`src/rtl/pc_sched.sv`:
```
// pc_sched: redirect and halt scheduler in front of the program counter.
// Resolves branch/interrupt/jump/halt requests by priority and drives the counter
// from registers one cycle later, with IF/ID flush pulses and stall buffering.
// Optional feature macro: PC_SCHED_IRQ_EN enables the interrupt path (irq_req, irq_ack, epc).
module pc_sched #(
    parameter logic [31:0] IRQ_VECTOR   = 32'h0000_0100,
    parameter logic [31:0] RESET_VECTOR = 32'h0000_0000
) (
    input  logic        clk,
    input  logic        rst_n,
    input  logic        ex_br_req,
    input  logic [31:0] ex_br_target,
    input  logic        id_jmp_req,
    input  logic [31:0] id_jmp_target,
    input  logic        irq_req,
    input  logic        halt_instr,
    input  logic        stall_req,
    input  logic        resume,
    output logic [31:0] new_pc,
    output logic        change_pc,
    output logic        halt,
    output logic        flush_if,
    output logic        flush_id,
    output logic        irq_ack,
    output logic [31:0] epc,
    output logic        halted
);

    typedef enum logic [1:0] {StRun, StStall, StHalted} state_e;

    localparam logic [1:0]  PrioNone  = 2'd0;
    localparam logic [1:0]  PrioJmp   = 2'd1;
    localparam logic [1:0]  PrioIrq   = 2'd2;
    localparam logic [1:0]  PrioBr    = 2'd3;
    localparam logic [31:0] AlignMask = 32'hFFFF_FFFC;
    // epc value meaning "resume at the sequential pc"
    localparam logic [31:0] EpcSeq    = 32'hFFFF_FFFF;

    state_e      state_q;
    logic        pend_valid_q;
    logic [1:0]  pend_prio_q;
    logic [31:0] pend_target_q;
    logic [31:0] pend_epc_q;
    logic [31:0] new_pc_q;
    logic [31:0] epc_q;
    logic        change_pc_q;
    logic        halt_q;
    logic        flush_if_q;
    logic        flush_id_q;
    logic        irq_ack_q;
    logic        halted_q;

    logic        irq_take;

`ifdef PC_SCHED_IRQ_EN
    // Level irq is only sampled when no interrupt is already pending or being acknowledged.
    assign irq_take = irq_req && !irq_ack_q && !(pend_valid_q && pend_prio_q == PrioIrq);
    assign irq_ack  = irq_ack_q;
    assign epc      = epc_q;
`else
    logic [33:0] unused_irq;
    assign unused_irq = {irq_req, irq_ack_q, epc_q};
    assign irq_take   = 1'b0;
    assign irq_ack    = 1'b0;
    assign epc        = '0;
`endif

    assign new_pc    = new_pc_q;
    assign change_pc = change_pc_q;
    assign halt      = halt_q;
    assign flush_if  = flush_if_q;
    assign flush_id  = flush_id_q;
    assign halted    = halted_q;

    logic        req_valid;
    logic [1:0]  req_prio;
    logic [31:0] req_target;
    logic        mrg_valid;
    logic [1:0]  mrg_prio;
    logic [31:0] mrg_target;
    logic [31:0] mrg_epc;
    logic        issue_en;
    logic [1:0]  issue_prio;
    logic [31:0] issue_target;
    logic [31:0] issue_epc;

    // Pick this cycle's winner, merge it with the pending entry, and decide what issues.
    always_comb begin
        req_valid  = 1'b0;
        req_prio   = PrioNone;
        req_target = '0;
        if (ex_br_req) begin
            req_valid  = 1'b1;
            req_prio   = PrioBr;
            req_target = ex_br_target & AlignMask;
        end else if (irq_take) begin
            req_valid  = 1'b1;
            req_prio   = PrioIrq;
            req_target = IRQ_VECTOR & AlignMask;
        end else if (id_jmp_req) begin
            req_valid  = 1'b1;
            req_prio   = PrioJmp;
            req_target = id_jmp_target & AlignMask;
        end

        // Equal or higher priority replaces the pending entry; an interrupt records
        // the redirect it displaced as its return address.
        mrg_valid  = pend_valid_q;
        mrg_prio   = pend_prio_q;
        mrg_target = pend_target_q;
        mrg_epc    = pend_epc_q;
        if (req_valid && (!pend_valid_q || req_prio >= pend_prio_q)) begin
            mrg_valid  = 1'b1;
            mrg_prio   = req_prio;
            mrg_target = req_target;
            mrg_epc    = pend_valid_q ? pend_target_q : EpcSeq;
        end

        issue_en     = 1'b0;
        issue_prio   = PrioNone;
        issue_target = mrg_target;
        issue_epc    = mrg_epc;
        unique case (state_q)
            StRun, StStall: begin
                if (!stall_req && mrg_valid) begin
                    issue_en   = 1'b1;
                    issue_prio = mrg_prio;
                end
            end
            StHalted: begin
                if (irq_take) begin
                    issue_en     = 1'b1;
                    issue_prio   = PrioIrq;
                    issue_target = IRQ_VECTOR & AlignMask;
                    issue_epc    = EpcSeq;
                end else if (resume) begin
                    issue_en     = 1'b1;
                    issue_prio   = PrioNone;
                    issue_target = RESET_VECTOR & AlignMask;
                end
            end
            default: ;
        endcase
    end

    // RUN/STALL/HALTED sequencing, pending buffer and registered counter controls.
    always_ff @(posedge clk or negedge rst_n) begin
        if (!rst_n) begin
            state_q       <= StRun;
            pend_valid_q  <= 1'b0;
            pend_prio_q   <= PrioNone;
            pend_target_q <= '0;
            pend_epc_q    <= '0;
            new_pc_q      <= '0;
            epc_q         <= '0;
            change_pc_q   <= 1'b0;
            halt_q        <= 1'b0;
            flush_if_q    <= 1'b0;
            flush_id_q    <= 1'b0;
            irq_ack_q     <= 1'b0;
            halted_q      <= 1'b0;
        end else begin
            change_pc_q <= issue_en;
            flush_if_q  <= issue_en && (issue_prio != PrioNone);
            flush_id_q  <= issue_en && (issue_prio == PrioBr || issue_prio == PrioIrq);
            irq_ack_q   <= issue_en && (issue_prio == PrioIrq);
            if (issue_en) begin
                new_pc_q <= issue_target;
            end
            if (issue_en && issue_prio == PrioIrq) begin
                epc_q <= issue_epc;
            end

            unique case (state_q)
                StRun: begin
                    if (stall_req) begin
                        state_q       <= StStall;
                        halt_q        <= 1'b1;
                        pend_valid_q  <= mrg_valid;
                        pend_prio_q   <= mrg_prio;
                        pend_target_q <= mrg_target;
                        pend_epc_q    <= mrg_epc;
                    end else if (!mrg_valid && halt_instr) begin
                        state_q  <= StHalted;
                        halt_q   <= 1'b1;
                        halted_q <= 1'b1;
                    end
                end
                StStall: begin
                    if (stall_req) begin
                        pend_valid_q  <= mrg_valid;
                        pend_prio_q   <= mrg_prio;
                        pend_target_q <= mrg_target;
                        pend_epc_q    <= mrg_epc;
                    end else begin
                        state_q      <= StRun;
                        halt_q       <= 1'b0;
                        pend_valid_q <= 1'b0;
                    end
                end
                StHalted: begin
                    if (issue_en) begin
                        state_q  <= StRun;
                        halt_q   <= 1'b0;
                        halted_q <= 1'b0;
                    end
                end
                default: state_q <= StRun;
            endcase
        end
    end

endmodule

```
`config.mk`:
```
export PLATFORM = sky130hd
export DESIGN_NAME = pc_sched
export DESIGN_NICKNAME = d
export VERILOG_FILES = /design/src/rtl/pc_sched.sv
export SDC_FILE = /design/constraint.sdc
export NUM_CORES = 1
export LEC_CHECK = 0
export BUFFER_PORTS_ARGS = -buffer_cell sky130_fd_sc_hd__buf_2
export CORE_ASPECT_RATIO = 0.75
export CORE_MARGIN = 3
export CORE_UTILIZATION = 50
export CTS_BUF_LIST = sky130_fd_sc_hd__clkbuf_16
export CTS_CLUSTER_SIZE = 10
export DETAILED_ROUTE_END_ITERATION = 8
export GPL_ROUTABILITY_DRIVEN = 0
export GPL_TIMING_DRIVEN = 0
export PLACE_DENSITY = 0.79
export SYNTH_ARGS = -nofsm -noshare
export SYNTH_HDL_FRONTEND = slang
export SYNTH_SLANG_ARGS = --single-unit
export TNS_END_PERCENT = 1
```
`constraint.sdc`:
```
create_clock -name clk -period 2.2 [get_ports clk]
set_input_delay 0.44 -clock clk [delete_from_list [all_inputs] [get_ports clk]]
set_output_delay 0.44 -clock clk [all_outputs]
set_load 0.02 [all_outputs]
```
==> results.txt, run 1 <==
ys async rst share: 1.00
FMAX: 475 MHz
Synth cell types: 42
die area: 0.00957 mm^2
Pwr per Cell Area: 1250 mW/mm^2
DIE WIDTH: 112 um
Post-Syn Area per Cell: 10.8 um^2
CTS H-tree lvls: 3
period utilisation layout: 0.956
CP required: 2.41 ns
initial core utilization: 0.525
Routed WL: 11600 um
most used flip-flop cell after synthesis: dfrtp_1
Slew headroom: 0.568
worst reg2reg setup slack: 0.1 ns
post-DP HPWL: 8300 um
Num Clock Sinks: 74
largest net degree at the start of global routing: 41
Pins Over Slew Limit: 0
Port Buffers: 102
clk_lat worst skew: 0.33 ns
Final Util: 0.664
reg-to-reg endpoint: pend_target_q[16]
register area: 0.00185 mm^2
via count: 3726
source of the critical timing path: state_q[0]
EDFF count, synth: 0
# IOs: 142
area of the multi-input gates: 0.00204 mm^2
total gr overflow: 0
first-pass GRT wire length: 18500 um
Slew @ Worst Pin: 0.641 ns
Period minus WS final: 2.10 ns
crit start category: flip-flop
Reg clk slew, reported paths: 0.06 ns
initial antenna violation count: 0
drc violations: 0
P&R area growth vs syn: 26.5%
MaxCap Viol Count: 0
Seq/Total Area, Yosys: 0.440
Layout fillers: 636
Hold Vio Cnt, Final: 0
Cell Rows: 28
Core Box Area: 0.00802 mm^2
leakage power: 2.63 nW
CTS Buf Count: 9
worst r2r src: state_q[0]
nets@finish: 620
ANT cells: 0
crit path to: pend_target_q[16]
Clock Skew: 0.00607 ns
critical path type: reg2reg
total chip power: 0.00666 W
maximum clock path buffer count: 2
CP arrival: 2.32 ns
Ys Warns: 0
TNS Setup: 0 ns
commonest non-fill, non-tap cell in the layout: buf_2
worst reg2reg path depth: 7
Vias per Instance: 5.75
Critical Path Fanout Max: 10
Avg WL per Cell: 17.9 um
Initial DRC Count: 194
Synth Instances: 391
vias in the first global route: 3756
TritonCTS clock tree: done
Placement Cell Area: 0.00502 mm^2
number of routed nets with antenna violations: 0
Netlist Area Pre-Place: 0.00421 mm^2
Setup Viol. Count Final: 0
CP Capture Type: flip-flop
total track usage: 0.242
share of layout cells above drive strength 1: 0.390
Hold-fix buffers, CTS: 0
synthesized flop and latch total: 74
Peak VDD IR: 532 uV
most frequent cells in the layout: buf_2 (110), dfrtp_1 (74), buf_4 (43)
die height: 85.5 um
worst hold slack: 0.0596 ns
Layout Cell Area excl Fill: 0.00533 mm^2
HP Class: in2async
DRT Pass-1 Iters: 5
status: completed
CTS Root Buffer Type: clkbuf_16
[power breakdown]
group	switching [W]	internal [W]
Clock	0.000513	0.000726
Combinational	0.00172	0.00144
Sequential	0.000322	0.00195
[registers in the layout (all words and copies together), names as in the netlist]
signal / flops
change_pc: 1
flush_id: 1
flush_if: 1
halt: 1
halted: 1
new_pc: 32
pend_prio_q: 2
pend_target_q: 32
pend_valid_q: 1
state_q: 2
[stage by stage]
step / std cells / setup WS (ns)
after floorplan: 423 / 0.0316
after global placement: 630 / -0.337
after detailed placement: 631 / -0.402
after CTS: 644 / 0.00674
after global routing: 648 / -0.000247
final: 648 / 0.0964
[worst max-delay path, stage by stage (launching register included)]
cell and delay [ns]:
dfrtp_1 0.38, inv_1 0.09, ha_1 0.27, o21ai_0 0.55, nor3_4 0.06, buf_4 0.18
buf_6 0.15, mux2_4 0.30
[layout make-up]
class | count | share of cell area
Buffer | 66 | 0.0850
Multi-Input combinational cell | 275 | 0.384
Tap cell | 105 | 0.0247
Sequential cell | 74 | 0.348
Timing Repair Buffer | 108 | 0.109
Clock inverter | 3 | 0.00235
Inverter | 8 | 0.00564
Clock buffer | 9 | 0.0423
[synth_stat cells (7+ instances only)]
| cell | instances | area share |
|---|---|---|
| o21bai_1 | 30 | 0.053 |
| nand2_1 | 30 | 0.027 |
| o22ai_1 | 30 | 0.045 |
| nor2_1 | 9 | 0.0080 |
| buf_4 | 37 | 0.066 |
| a32o_1 | 32 | 0.076 |
| inv_1 | 8 | 0.0071 |
| o21ai_0 | 7 | 0.0083 |
| mux2_2 | 27 | 0.072 |
| buf_2 | 13 | 0.015 |
| dfrtp_1 | 74 | 0.44 |
| clkbuf_1 | 13 | 0.012 |
| a22o_1 | 30 | 0.062 |
[how the worst min path moves through the flow]
stage / to / slack, ns
floorplan: change_pc / 0.14
global placement: new_pc[6] / 0.47
detailed placement: pend_target_q[20] / 0.43
CTS: new_pc[1] / 0.08
global route: new_pc[1] / 0.09
finish: new_pc[1] / 0.06
[timing repair]
item | CTS | global route
pin swaps | 1 | 3
buffers inserted | 1 | 3
setup endpoints to repair | 28 | 61
cloned | 0 | 1
resized for setup | 1 | 14
[cell families (layout without fill, tap and decap cells)]
family | after synthesis | after routing | synth area share
AOI/OAI and AO/OA | 146 | 146 | 0.278
adders and majority gates | 6 | 6 | 0.0178
other | 1 | 33 | 0.000890
muxes | 32 | 32 | 0.0876
buffers and inverters | 74 | 194 | 0.108
and+or+nand+nor | 58 | 58 | 0.0680
DFF | 74 | 74 | 0.440
[layer usage]
| layer | part of all wire | up-vias | track usage |
|---|---|---|---|
| li1 | - | 1720 | - |
| met1 | 0.43 | 1819 | 0.326 |
| met2 | 0.46 | 170 | 0.382 |
| met3 | 0.090 | 17 | 0.0684 |
| met4 | 0.013 | 0 | 0.0797 |
| met5 | 0 | - | 0 |
No activity file was read; power rests on OpenSTA's default activity.
==> run 2, diff against run 1 <==
--- a/config.mk
+++ b/config.mk
@@ -5,16 +5,15 @@
 export SDC_FILE = /design/constraint.sdc
 export NUM_CORES = 1
 export LEC_CHECK = 0
-export BUFFER_PORTS_ARGS = -buffer_cell sky130_fd_sc_hd__buf_2
 export CORE_ASPECT_RATIO = 0.75
 export CORE_MARGIN = 3
 export CORE_UTILIZATION = 50
 export CTS_BUF_LIST = sky130_fd_sc_hd__clkbuf_16
 export CTS_CLUSTER_SIZE = 10
 export DETAILED_ROUTE_END_ITERATION = 8
+export DONT_BUFFER_PORTS = 1
 export GPL_ROUTABILITY_DRIVEN = 0
 export GPL_TIMING_DRIVEN = 0
-export PLACE_DENSITY = 0.79
 export SYNTH_ARGS = -nofsm -noshare
 export SYNTH_HDL_FRONTEND = slang
 export SYNTH_SLANG_ARGS = --single-unit
==> results.txt, run 2 (same netlist as run 1, synthesis figures left out) <==
power share of the combinational group: 0.337 (-0.136)
Initial DRC Count: 192 (-1.0%)
switching pwr: 0.00246 W (-3.4%)
CP required: 2.42 ns (about the same)
GR Layer Usage met3: 0.0867 (+0.0183)
post-route insts no fill: 548 (-15%)
Pwr per Cell Area: 1380 mW/mm^2 (+10%)
first-pass GRT wire length: 17300 um (-6.8%)
clock share of power: 0.267 (+0.081)
CTS H-tree lvls: 3 (unchanged)
total gr overflow: 0 (unchanged)
Routed WL: 10800 um (-6.7%)
Period minus WS final: 2.04 ns (-0.0633 ns)
total track usage: 0.232 (-0.0102)
CTS Root Buffer Type: clkbuf_16
worst r2r src: state_q[0]
# IOs: 142 (unchanged)
register area: 0.00185 mm^2 (unchanged)
ANT cells: 0 (unchanged)
TritonCTS clock tree: done
leakage power: 2.24 nW (-15%)
switching part of the total: 0.364 (-0.0182)
maximum clock path buffer count: 2 (unchanged)
TNS Setup: 0 ns (unchanged)
PnR worst setup slack: 0.160 ns (+0.0633 ns)
die area: 0.00957 mm^2 (unchanged)
placed insts: 528 (-16%)
initial core utilization: 0.525 (unchanged)
reg-to-reg endpoint: pend_target_q[21]
crit path to: pend_target_q[14]
P&R area growth vs syn: 16.6%
most frequent cells in the layout: dfrtp_1 (74), buf_4 (39), conb_1 (33)
FMAX: 490 MHz (+3.1%)
period utilisation layout: 0.927 (-0.0288)
Layout fillers: 667 (+4.9%)
clk_lat worst skew: 0.34 ns (about the same)
GR Util met2: 0.342 (-0.0397)
Placement Cell Area: 0.00449 mm^2 (-11%)
HP Class: in2reg
Flop pwr share: 0.396 (+0.055)
vias in the first global route: 3219 (-14%)
status: completed
GRT met1 Usage: 0.317 (-0.00881)
worst reg2reg path depth: 7 (unchanged)
Port Buffers: 0 (-100%)
Critical Path Fanout Max: 10 (unchanged)
initial antenna violation count: 0 (unchanged)
DRT Pass-1 Iters: 4 (-1)
nets@finish: 516 (-17%)
CTS Buf Count: 9 (unchanged)
Slew headroom: 0.601 (+0.0330)
Core Box Area: 0.00802 mm^2 (unchanged)
Setup Viol. Count Final: 0 (unchanged)
Peak VDD IR: 718 uV (+35%)
Clock Skew: 0.00637 ns (+0.000303 ns)
number of routed nets with antenna violations: 0 (unchanged)
via count: 3238 (-13%)
DIE WIDTH: 112 um (unchanged)
Int Pwr: 0.00430 W (+4.5%)
share of layout cells above drive strength 1: 0.246 (-0.144)
source of the critical timing path: ex_br_req
Placement Setup Slack: -0.210 ns (+0.192 ns)
Final Util: 0.612 (-0.0519)
Num Clock Sinks: 74 (unchanged)
Vias per Instance: 5.91 (+2.8%)
CP Capture Type: flip-flop
Reg clk slew, reported paths: 0.06 ns (about the same)
crit start category: input pin
CP arrival: 2.26 ns (-0.06 ns)
commonest non-fill, non-tap cell in the layout: dfrtp_1
Slew @ Worst Pin: 0.599 ns (-0.0427 ns)
critical path type: in2reg
die height: 85.5 um (unchanged)
largest net degree at the start of global routing: 75 (+83%)
drc violations: 0 (unchanged)
Avg WL per Cell: 19.8 um (+10%)
Cell Rows: 28 (unchanged)
MaxCap Viol Count: 0 (unchanged)
GRT Max-Usage Layer: met2
worst reg2reg setup slack: 0.20 ns (+0.10 ns)
post-DP HPWL: 7830 um (-5.7%)
area of the multi-input gates: 0.00204 mm^2 (-0.24%)
Hold Vio Cnt, Final: 0 (unchanged)
Pins Over Slew Limit: 0 (unchanged)
RSZ-0062 raised after global routing: no
Layout Cell Area excl Fill: 0.00491 mm^2 (-7.8%)
-- run 2: changes by cell type in the layout (fill, tap and decap cells not counted), sizes merged --
| cell | change |
|---|---|
| dlygate4sd3 | +1 |
| bufinv | +4 |
| clkinv | -1 |
| buf | -106 |
| clkbuf | +1 |
| clkinvlp | +1 |
-- run 2: worst max-delay path, stage by stage --
cell	delay [ns]
buf_6	0.12
nor2_4	0.18
buf_6	0.18
ha_1	0.23
nand2b_4	0.16
a21oi_4	0.25
nor3_4	0.07
buf_4	0.18
buf_6	0.16
mux2_4	0.30
-- run 2: worst min-delay path by stage --
stage                           from         end  slack, ns  cells past startpoint
after global routing      id_jmp_req  state_q[1]       0.34                      2
final                     id_jmp_req  state_q[1]       0.33                      2
after global placement         rst_n    flush_id       0.15                      0
after detailed placement       rst_n    flush_if       0.15                      0
after floorplan                rst_n   change_pc       0.14                      0
after CTS                 id_jmp_req  state_q[1]       0.32                      2
-- run 2: power by group through the flow --
| stage | clock (W) | combinational, W | sequential [W] |
|---|---|---|---|
| after floorplan | 0 | 0.00180 | 0.00258 |
| after global placement | 0 | 0.00216 | 0.00269 |
| after detailed placement | 0 | 0.00222 | 0.00271 |
| after CTS | 0.00184 | 0.00226 | 0.00269 |
| after global routing | 0.00190 | 0.00252 | 0.00275 |
| final | 0.00181 | 0.00228 | 0.00268 |
-- run 2: cell type report --
cell class / count / share of cell area
Clock buffer: 9 / 0.0458
Sequential cell: 74 / 0.377
Timing Repair Buffer: 4 / 0.0107
Clock inverter: 7 / 0.0285
Buffer: 66 / 0.0899
Multi-Input combinational cell: 275 / 0.415
Inverter: 8 / 0.00611
Tap cell: 105 / 0.0267
-- run 2: metrics by stage --
step	total power [W]	hold slack [ns]
5_1_grt	0.00717	0.336
2_1_floorplan	0.00438	0.144
6_report	0.00676	0.335
4_1_cts	0.00679	0.318
3_5_place_dp	0.00493	0.146
3_3_place_gp	0.00485	0.146
-- run 2: timing repair --
action / in CTS / in global routing
hold buffers: 2 / 0
hold endpoints to repair: 74 / 0
gates resized for setup: 0 / 6
setup endpoints to repair: 0 / 37
setup buffers: 0 / 2
-- run 2: metal layers --
layer / vias up / part of all wire
met4: 0 / 0.0074
met5: - / 0
met1: 1571 / 0.44
met2: 144 / 0.44
met3: 11 / 0.11
li1: 1512 / -
